$ cat src/rtl/lcd_frame_capture.sv
// Packs 2-bit PPU pixels four to a byte into a double-buffered framebuffer and
// swaps display/capture banks at end of frame once the display reader is idle.
module lcd_frame_capture #(
  parameter int H_PX = 160,
  parameter int V_PX = 144
) (
  input  logic        clk,
  input  logic        rst,
  input  logic [1:0]  px_in,
  input  logic        px_valid,
  input  logic        frame_sync,
  input  logic        rd_busy,
  input  logic        err_clr,
  output logic        fb_wr_en,
  output logic [13:0] fb_wr_addr,
  output logic [7:0]  fb_wr_data,
  output logic        rd_bank,
  output logic        frame_done,
  output logic        overrun,
  output logic        short_frame
);

  localparam int XW = (H_PX > 1) ? $clog2(H_PX) : 1;
  localparam int YW = (V_PX > 1) ? $clog2(V_PX) : 1;
  localparam logic [12:0]   LINE_BYTES = 13'(H_PX / 4);
  localparam logic [XW-1:0] X_LAST     = XW'(H_PX - 1);
  localparam logic [YW-1:0] Y_LAST     = YW'(V_PX - 1);

  typedef enum logic [1:0] {IDLE, CAPTURE, WAIT_SWAP} state_t;

  state_t        state_q, state_d;
  logic [XW-1:0] x_q, x_d;
  logic [YW-1:0] y_q, y_d;
  logic [7:0]    shift_q, shift_d;
  logic          fb_wr_en_q, fb_wr_en_d;
  logic [13:0]   fb_wr_addr_q, fb_wr_addr_d;
  logic [7:0]    fb_wr_data_q, fb_wr_data_d;
  logic          rd_bank_q, rd_bank_d;
  logic          frame_done_q, frame_done_d;
  logic          overrun_q, overrun_d;
  logic          short_frame_q, short_frame_d;

  logic          restart;
  logic          accept;
  logic          last_px;
  logic          swap;
  logic [XW-1:0] cur_x;
  logic [YW-1:0] cur_y;
  logic [12:0]   byte_idx;

  // A sync pulse repositions the current pixel slot to (0,0) in the same cycle,
  // so a pixel arriving alongside it is placed as the first pixel of the frame.
  always_comb begin
    restart  = frame_sync && (state_q == IDLE || state_q == CAPTURE);
    accept   = px_valid && (state_q == CAPTURE || restart);
    cur_x    = restart ? '0 : x_q;
    cur_y    = restart ? '0 : y_q;
    last_px  = accept && (cur_x == X_LAST) && (cur_y == Y_LAST);
    swap     = (state_q == WAIT_SWAP) && !rd_busy;
    byte_idx = 13'(cur_y) * LINE_BYTES + 13'(cur_x >> 2);
  end

  always_ff @(posedge clk) begin
    if (rst) begin
      state_q <= IDLE;
    end else begin
      state_q <= state_d;
    end
  end

  always_comb begin
    state_d = state_q;
    case (state_q)
      IDLE:      if (restart) state_d = last_px ? WAIT_SWAP : CAPTURE;
      CAPTURE:   if (last_px) state_d = WAIT_SWAP;
      WAIT_SWAP: if (swap)    state_d = IDLE;
      default:   state_d = IDLE;
    endcase
  end

  always_comb begin
    x_d           = x_q;
    y_d           = y_q;
    shift_d       = shift_q;
    fb_wr_en_d    = 1'b0;
    fb_wr_addr_d  = fb_wr_addr_q;
    fb_wr_data_d  = fb_wr_data_q;
    rd_bank_d     = rd_bank_q ^ swap;
    frame_done_d  = swap;
    // Sticky flags: a fresh error in the clearing cycle keeps the flag set.
    overrun_d     = (overrun_q && !err_clr) ||
                    ((state_q == WAIT_SWAP) && (px_valid || frame_sync));
    short_frame_d = (short_frame_q && !err_clr) ||
                    ((state_q == CAPTURE) && frame_sync && ((x_q != '0) || (y_q != '0)));

    if (restart) begin
      x_d     = '0;
      y_d     = '0;
      shift_d = '0;
    end

    if (accept) begin
      case (cur_x[1:0])
        2'd0:    shift_d[1:0] = px_in;
        2'd1:    shift_d[3:2] = px_in;
        2'd2:    shift_d[5:4] = px_in;
        default: shift_d[7:6] = px_in;
      endcase

      if (cur_x[1:0] == 2'd3) begin
        fb_wr_en_d   = 1'b1;
        fb_wr_addr_d = {~rd_bank_q, byte_idx};
        fb_wr_data_d = shift_d;
      end

      if (cur_x == X_LAST) begin
        x_d = '0;
        y_d = (cur_y == Y_LAST) ? '0 : cur_y + YW'(1);
      end else begin
        x_d = cur_x + XW'(1);
      end
    end
  end

  always_ff @(posedge clk) begin
    if (rst) begin
      x_q           <= '0;
      y_q           <= '0;
      shift_q       <= '0;
      fb_wr_en_q    <= 1'b0;
      fb_wr_addr_q  <= '0;
      fb_wr_data_q  <= '0;
      rd_bank_q     <= 1'b0;
      frame_done_q  <= 1'b0;
      overrun_q     <= 1'b0;
      short_frame_q <= 1'b0;
    end else begin
      x_q           <= x_d;
      y_q           <= y_d;
      shift_q       <= shift_d;
      fb_wr_en_q    <= fb_wr_en_d;
      fb_wr_addr_q  <= fb_wr_addr_d;
      fb_wr_data_q  <= fb_wr_data_d;
      rd_bank_q     <= rd_bank_d;
      frame_done_q  <= frame_done_d;
      overrun_q     <= overrun_d;
      short_frame_q <= short_frame_d;
    end
  end

  assign fb_wr_en    = fb_wr_en_q;
  assign fb_wr_addr  = fb_wr_addr_q;
  assign fb_wr_data  = fb_wr_data_q;
  assign rd_bank     = rd_bank_q;
  assign frame_done  = frame_done_q;
  assign overrun     = overrun_q;
  assign short_frame = short_frame_q;

endmodule

$ cat config.mk
export PLATFORM = sky130hd
export DESIGN_NAME = lcd_frame_capture
export DESIGN_NICKNAME = d
export VERILOG_FILES = /design/src/rtl/lcd_frame_capture.sv
export SDC_FILE = /design/constraint.sdc
export NUM_CORES = 1
export LEC_CHECK = 0
export CORE_MARGIN = 1.5
export CORE_UTILIZATION = 50
export CTS_CLUSTER_DIAMETER = 60
export CTS_CLUSTER_SIZE = 16
export DETAILED_ROUTE_END_ITERATION = 10
export PLACE_DENSITY = 0.75
export SKIP_CTS_REPAIR_TIMING = 1
export SLEW_MARGIN = 20
export SYNTH_ARGS = -nofsm -noshare
export SYNTH_HDL_FRONTEND = slang
export SYNTH_SLANG_ARGS = --single-unit
$ cat constraint.sdc
create_clock -name clk -period 2.81 [get_ports clk]
set_input_delay 0.281 -clock clk [delete_from_list [all_inputs] [get_ports clk]]
set_output_delay 0.281 -clock clk [all_outputs]
set_load 0.03 [all_outputs]
==> results.py, run 1 <==
metrics = {
    "run_status": {
        "outcome": "finished, final reports clean",
    },
    "sta": {
        "worst_pin_slew_ns": 0.527,
        "fin_skew_ns": 0.0120,
        "hold_viol": 0,
        "fin_crit_sh_pct": 95.5,
        "finalMaxSlewViolations": 0,
        "finalCriticalPeriod_ns": 2.68,
        "fin_setup_tns_ns": 0,
        "slew_headroom_pct": 64.8,
        "finalSetupViolations": 0,
        "whs_ns": 0.456,
        "fmax_mhz": 373,
    },
    "power_and_ir_drop": {
        "switching_power_uw": 314,
        "swShare_pct": 24.6,
        "powerDensity_mw_per_mm2": 362,
        "p_int_uw": 962,
        "clkPwrFrac_pct": 36.4,
        "seq_power_share_pct": 57.4,
        "p_comb_share_pct": 6.2,
        "design_power_total_uw": 1280,
        "leakagePower_uw": 0.00138,
        "vdd_drop_max_uv": 305,
    },
    "synth": {
        "synth_top_area_cell": "dfxtp_1",
        "synth_cells": 342,
        "async_flop_share_pct": 0,
        "ys_types": 53,
        "netlist.area_leader.share_pct": 36.5,
        "syn-cell-area_mm2": 0.00280,
        "synth.area.top_cells": "dfxtp_1 (36%), nor2_1 (6.3%), ha_1 (6.3%), xnor2_1 (5.6%), nand2_1 (4.4%)",
        "yosysWarnings": 0,
        "synth_edf_count": 0,
        "synth-seq-area-share_pct": 36.5,
        "yosys_most_used_dff": "dfxtp_1",
        "synthesis.nets": 365,
        "synth_area_per_cell_um2": 8.19,
        "ys_ff_latch": 51,
    },
    "clocking": {
        "root_buffer": "clkbuf_8",
        "clk_pin_slew_ns": 0.10,
        "cts_tree": "yes",
        "clkSinkCount": 51,
        "worstSkewPairLatency_ns": 0.31,
        "ctsHtreeMaxLevel": 2,
        "cts_buffers": 5,
        "clockBufferDepth": 2,
    },
    "min_path": {
        "hold_class": "flip-flop to flip-flop",
        "hold_end": "fb_wr_addr[5]",
        "holdPathStages": 2,
        "hp-start": "fb_wr_addr[5]",
    },
    "job": {
        "max_cap_violations": 0,
    },
    "global_routing": {
        "grt_pass1_wl_mm": 10.6,
        "grt_usage_pct": 21.8,
        "grt_overflow": 0,
        "antenna_found_initial": 0,
        "grt_pass1_vias": 2367,
        "grt_max_degree": 32,
    },
    "floorplanning": {
        "initial_utilization_pct": 51.5,
        "coreArea_mm2": 0.00544,
        "die_w_um": 77.8,
        "die_h_um": 77.8,
        "rows": 27,
        "ios": 35,
        "die-area_mm2": 0.00606,
    },
    "detailed_routing": {
        "routed_wl_mm": 6.37,
        "dr.first_iter.drc_count": 92,
        "drc": 0,
        "final_antenna_net_count": 0,
        "firstDrtPassIters": 4,
        "vias_per_cell": 5.49,
        "num_vias": 2554,
        "wl_per_cell_um": 13.7,
    },
    "final_layout": {
        "drive_gt1_share_pct": 15.0,
        "layout_common_cells": "dfxtp_1 (50), nor2_1 (46), clkdlybuf4s50_1 (34), nand2_1 (33), buf_4 (33)",
        "layout_commonest_cell": "dfxtp_1",
        "fin_area_mm2": 0.00352,
        "finalNetCount": 415,
        "diodes": 0,
        "area_growth_syn_to_layout_pct": 25.8,
    },
    "setup_path": {
        "crit_fanout": 4,
        "critPathArrivalTime_ns": 2.91,
        "crit_start": "frame_sync",
        "criticalPathCategory": "input port to flip-flop",
        "reg2regPathDepth": 10,
        "r2r-end": "fb_wr_addr[11]",
        "cp_common_cell": "nor2_1",
        "crit_family": "simple AND/OR/NAND/NOR gates",
        "r2r_slack_ns": 0.19,
        "cp_num_buf_inv": 1,
        "rr_startpoint": "y_q[3]",
        "cp-end-kind": "flip-flop",
        "start_kind": "input port",
        "worstPathCellList": "clkdlybuf4s50_1, nor2b_4, nor2_1, ha_1, fa_2, a211oi_4, nor2_1, nor4_2, o21ai_1, xor2_1, a211oi_2",
        "cp.required_ns": 3.04,
        "cp_slowest_cell": "clkdlybuf4s50_1",
        "max_stage_delay_ns": 0.56,
    },
    "place": {
        "place_congestion": 0.878,
        "place_hpwl_mm": 4.66,
        "placed_area_mm2": 0.00339,
        "portBuffers": 34,
    },
}
-- per-stage QoR --
stage,instances,utilization [%],setup slack [ns]
after global routing,465,64.8,-0.0363
after floorplan,342,-,0.0591
final,465,64.8,0.127
after global placement,457,62.4,-0.227
after detailed placement,457,62.4,-0.358
after CTS,465,64.2,-0.0332
-- registers in the layout (all words and copies together), names as in the netlist --
signal / cells
shift_q: 6
short_frame: 1
x_q: 8
y_q: 8
overrun: 1
frame_done: 1
state_q: 2
rd_bank: 1
fb_wr_addr: 14
fb_wr_data: 8
fb_wr_en: 1
-- Yosys cell counts, types with 3 or more instances --
cell type / number
nand3_1: 9
buf_2: 4
clkbuf_1: 19
nor2b_1: 7
nor2_1: 47
xnor2_1: 18
inv_1: 3
nand4_1: 3
a31oi_1: 6
ha_1: 14
nor3_1: 11
dfxtp_1: 51
a21oi_1: 24
or3_1: 3
nand2_1: 33
xor2_1: 11
and3_1: 5
a211oi_1: 12
and2_1: 8
o21ai_0: 11
o211ai_1: 4
-- cell type report --
cell class	instances	area (µm²)
timing repair buffer	68	608
sequential	51	1020
inverter	4	15.0
multi-input combinational	262	1690
tap	72	90.1
fill	484	1920
clock buffer	6	82.6
clock inverter	2	16.3
-- power groups by stage --
stage / logic (µW) / clock network, µW / registers (µW)
floorplan: 43.4 / 0 / 749
CTS: 77.6 / 474 / 733
global placement: 76.6 / 0 / 749
detailed placement: 77.2 / 0 / 749
finish: 79.4 / 464 / 733
global route: 87.7 / 503 / 734
-- layer usage --
| layer | share of wire (%) | global-route usage, % | vias up |
|---|---|---|---|
| met1 | 45 | 26.1 | 1206 |
| met4 | 2.3 | 8.18 | 0 |
| met2 | 50 | 38.3 | 45 |
| met3 | 3.4 | 4.12 | 14 |
| li1 | - | - | 1289 |
| met5 | 0 | 0 | - |
-- worst max path at each step --
stage,slack (ns),endpoint,cells after the start
floorplan,0.06,fb_wr_addr[11],11
finish,0.13,fb_wr_addr[11],11
CTS,-0.03,fb_wr_addr[11],11
detailed placement,-0.36,fb_wr_addr[11],11
global placement,-0.23,fb_wr_addr[11],11
global route,-0.04,fb_wr_addr[11],11
-- worst min-delay path, delay by kind of cell, from the launching register on --
kind             cells  cell delay (ns)
flip-flops           1             0.32
AND/OR/NAND/NOR      1             0.05
AO/OA/AOI/OAI        1             0.05
-- kinds of logic (layout without fill, tap and decap cells) --
kind of cell	Yosys count	after routing	share of synthesized area, %
buffers and inverters	29	80	4.33
AOI/OAI and AO/OA	72	72	16.5
and+or+nand+nor	145	145	26.3
adders and majority gates	16	16	7.33
DFF	51	51	36.5
xor gates and xnor gates	29	29	9.07
No activity file was read; power rests on OpenSTA's default activity.
==> run 2, diff against run 1 <==
GPL_TIMING_DRIVEN = 0   (was default)
==> run 2 against run 1 <==
Compared with the run above:
- register-to-register slack lost 0.08 ns
- worst hold slack better by 0.0011 ns
- sequential power about the same
- utilization shrank 0.99 points
- largest cell class unchanged
- final area decreased by 1.5%
- wire length grew 2.1%
- via count is 1.4% lower
- non-clock buffer count is 9 lower
- final cell count decreased by 2.2%
- die area is the same
- clock power grew 6.9%
==> results.py, run 2 (synthesis results as in run 1) <==
metrics = {
    "run_status": {
        "outcome": "finished, final reports clean",
    },
    "setup_path": {
        "cp-end-kind": "flip-flop",
        "start_kind": "flip-flop",
        "cp.required_ns": 3.03,
        "criticalPathCategory": "flip-flop to flip-flop",
        "crit_fanout": 10,
        "critPathArrivalTime_ns": 2.92,
    },
    "global_routing": {
        "grt_pass1_wl_mm": 11.0,
        "grt_max_degree": 15,
        "grt_usage_pct": 22.6,
        "antenna_found_initial": 0,
        "grt_overflow": 0,
        "grt_pass1_vias": 2349,
    },
    "clocking": {
        "clk_pin_slew_ns": 0.08,
        "cts_tree": "yes",
        "clkSinkCount": 51,
        "root_buffer": "clkbuf_8",
        "clockBufferDepth": 2,
        "worstSkewPairLatency_ns": 0.30,
        "ctsHtreeMaxLevel": 2,
        "cts_buffers": 5,
    },
    "detailed_routing": {
        "drc": 0,
        "num_vias": 2519,
        "vias_per_cell": 5.54,
        "dr.first_iter.drc_count": 133,
        "firstDrtPassIters": 4,
        "routed_wl_mm": 6.50,
        "wl_per_cell_um": 14.3,
        "final_antenna_net_count": 0,
    },
    "sta": {
        "finalCriticalPeriod_ns": 2.70,
        "finalMaxSlewViolations": 0,
        "fmax_mhz": 371,
        "fin_skew_ns": 0.0108,
        "worst_pin_slew_ns": 0.778,
        "fin_crit_sh_pct": 96.0,
        "whs_ns": 0.457,
        "hold_viol": 0,
        "finalSetupViolations": 0,
        "fin_setup_tns_ns": 0,
        "slew_headroom_pct": 48.0,
    },
    "power_and_ir_drop": {
        "leakagePower_uw": 0.00133,
        "powerDensity_mw_per_mm2": 378,
        "vdd_drop_max_uv": 317,
    },
    "final_layout": {
        "fillers": 480,
        "finalNetCount": 406,
        "diodes": 0,
        "drive_gt1_share_pct": 11.2,
        "largest_register_ffs": 14,
        "layout_commonest_cell": "dfxtp_1",
        "layout_common_cells": "dfxtp_1 (50), nor2_1 (47), clkdlybuf4s50_1 (33), nand2_1 (32), a21oi_1 (23)",
        "area_growth_syn_to_layout_pct": 23.9,
    },
    "floorplanning": {
        "die_w_um": 77.8,
        "ios": 35,
        "rows": 27,
        "die-area_mm2": 0.00606,
        "initial_utilization_pct": 51.5,
        "coreArea_mm2": 0.00544,
        "die_h_um": 77.8,
    },
    "place": {
        "place_congestion": 0.847,
        "place_hpwl_mm": 4.70,
        "portBuffers": 34,
    },
    "job": {
        "max_cap_violations": 0,
    },
    "min_path": {
        "hold_class": "flip-flop to flip-flop",
    },
}
run 2: cell types whose count changed in the layout (fill, tap and decap cells not counted), moves of 2 or more:
cell,before,now
buf_2,0,5
buf_4,33,4
clkbuf_1,0,12
buf_6,0,3
ha_2,0,2
ha_1,14,11
clkbuf_2,0,2
run 2: worst paths after layout:
path / from / end / slack, ns / depth (start not counted)
max: state_q[1] / fb_wr_addr[11] / 0.11 / 11
min: fb_wr_addr[5] / fb_wr_addr[5] / 0.46 / 2
max reg2reg: state_q[1] / fb_wr_addr[11] / 0.11 / 11
min reg2reg: fb_wr_addr[5] / fb_wr_addr[5] / 0.46 / 2
run 2: metal layers:
| layer | up-vias | track usage, % | part of all wire, % |
|---|---|---|---|
| li1 | 1267 | - | - |
| met1 | 1197 | 29.3 | 47 |
| met2 | 48 | 38.2 | 49 |
| met3 | 7 | 4.24 | 3.2 |
| met4 | 0 | 6.18 | 0.94 |
| met5 | - | 0 | 0 |
run 2: stage by stage:
step	std cells	util (%)	setup WS, ns	power (µW)	instance area (µm²)
floorplan	342	-	0.0591	793	2800
global placement	448	59.4	-0.962	825	3230
detailed placement	448	59.4	-0.998	825	3230
CTS	455	61.3	-0.717	1310	3330
global route	455	63.8	-0.0262	1350	3470
finish	455	63.8	0.114	1310	3470
run 2: layout make-up:
cell class                      count  area [µm²]  share of cell area (%)
Buffer                             22         118                    3.39
Clock buffer                        6        72.6                    2.09
Clock inverter                      1        30.0                   0.866
Inverter                            4        15.0                   0.433
Multi-Input combinational cell    262        1750                    50.5
Sequential cell                    51        1020                    29.5
Tap cell                           72        90.1                    2.60
Timing Repair Buffer               37         365                    10.5
run 2: power by group:
part,internal (µW),switching (µW)
Combinational,30.7,52.2
Sequential,727,4.71
Clock,261,235
Total,1020,292
run 2: worst max-delay path, stage by stage (launching register included):
cell and delay, ns:
dfxtp_4 0.38, nand2b_2 0.22, buf_6 0.16, buf_2 0.18
and3_1 0.22, ha_4 0.19, a211oi_1 0.35, o2111ai_2 0.23
nor4_4 0.19, o21ai_1 0.11, xor2_1 0.17, a211oi_2 0.22
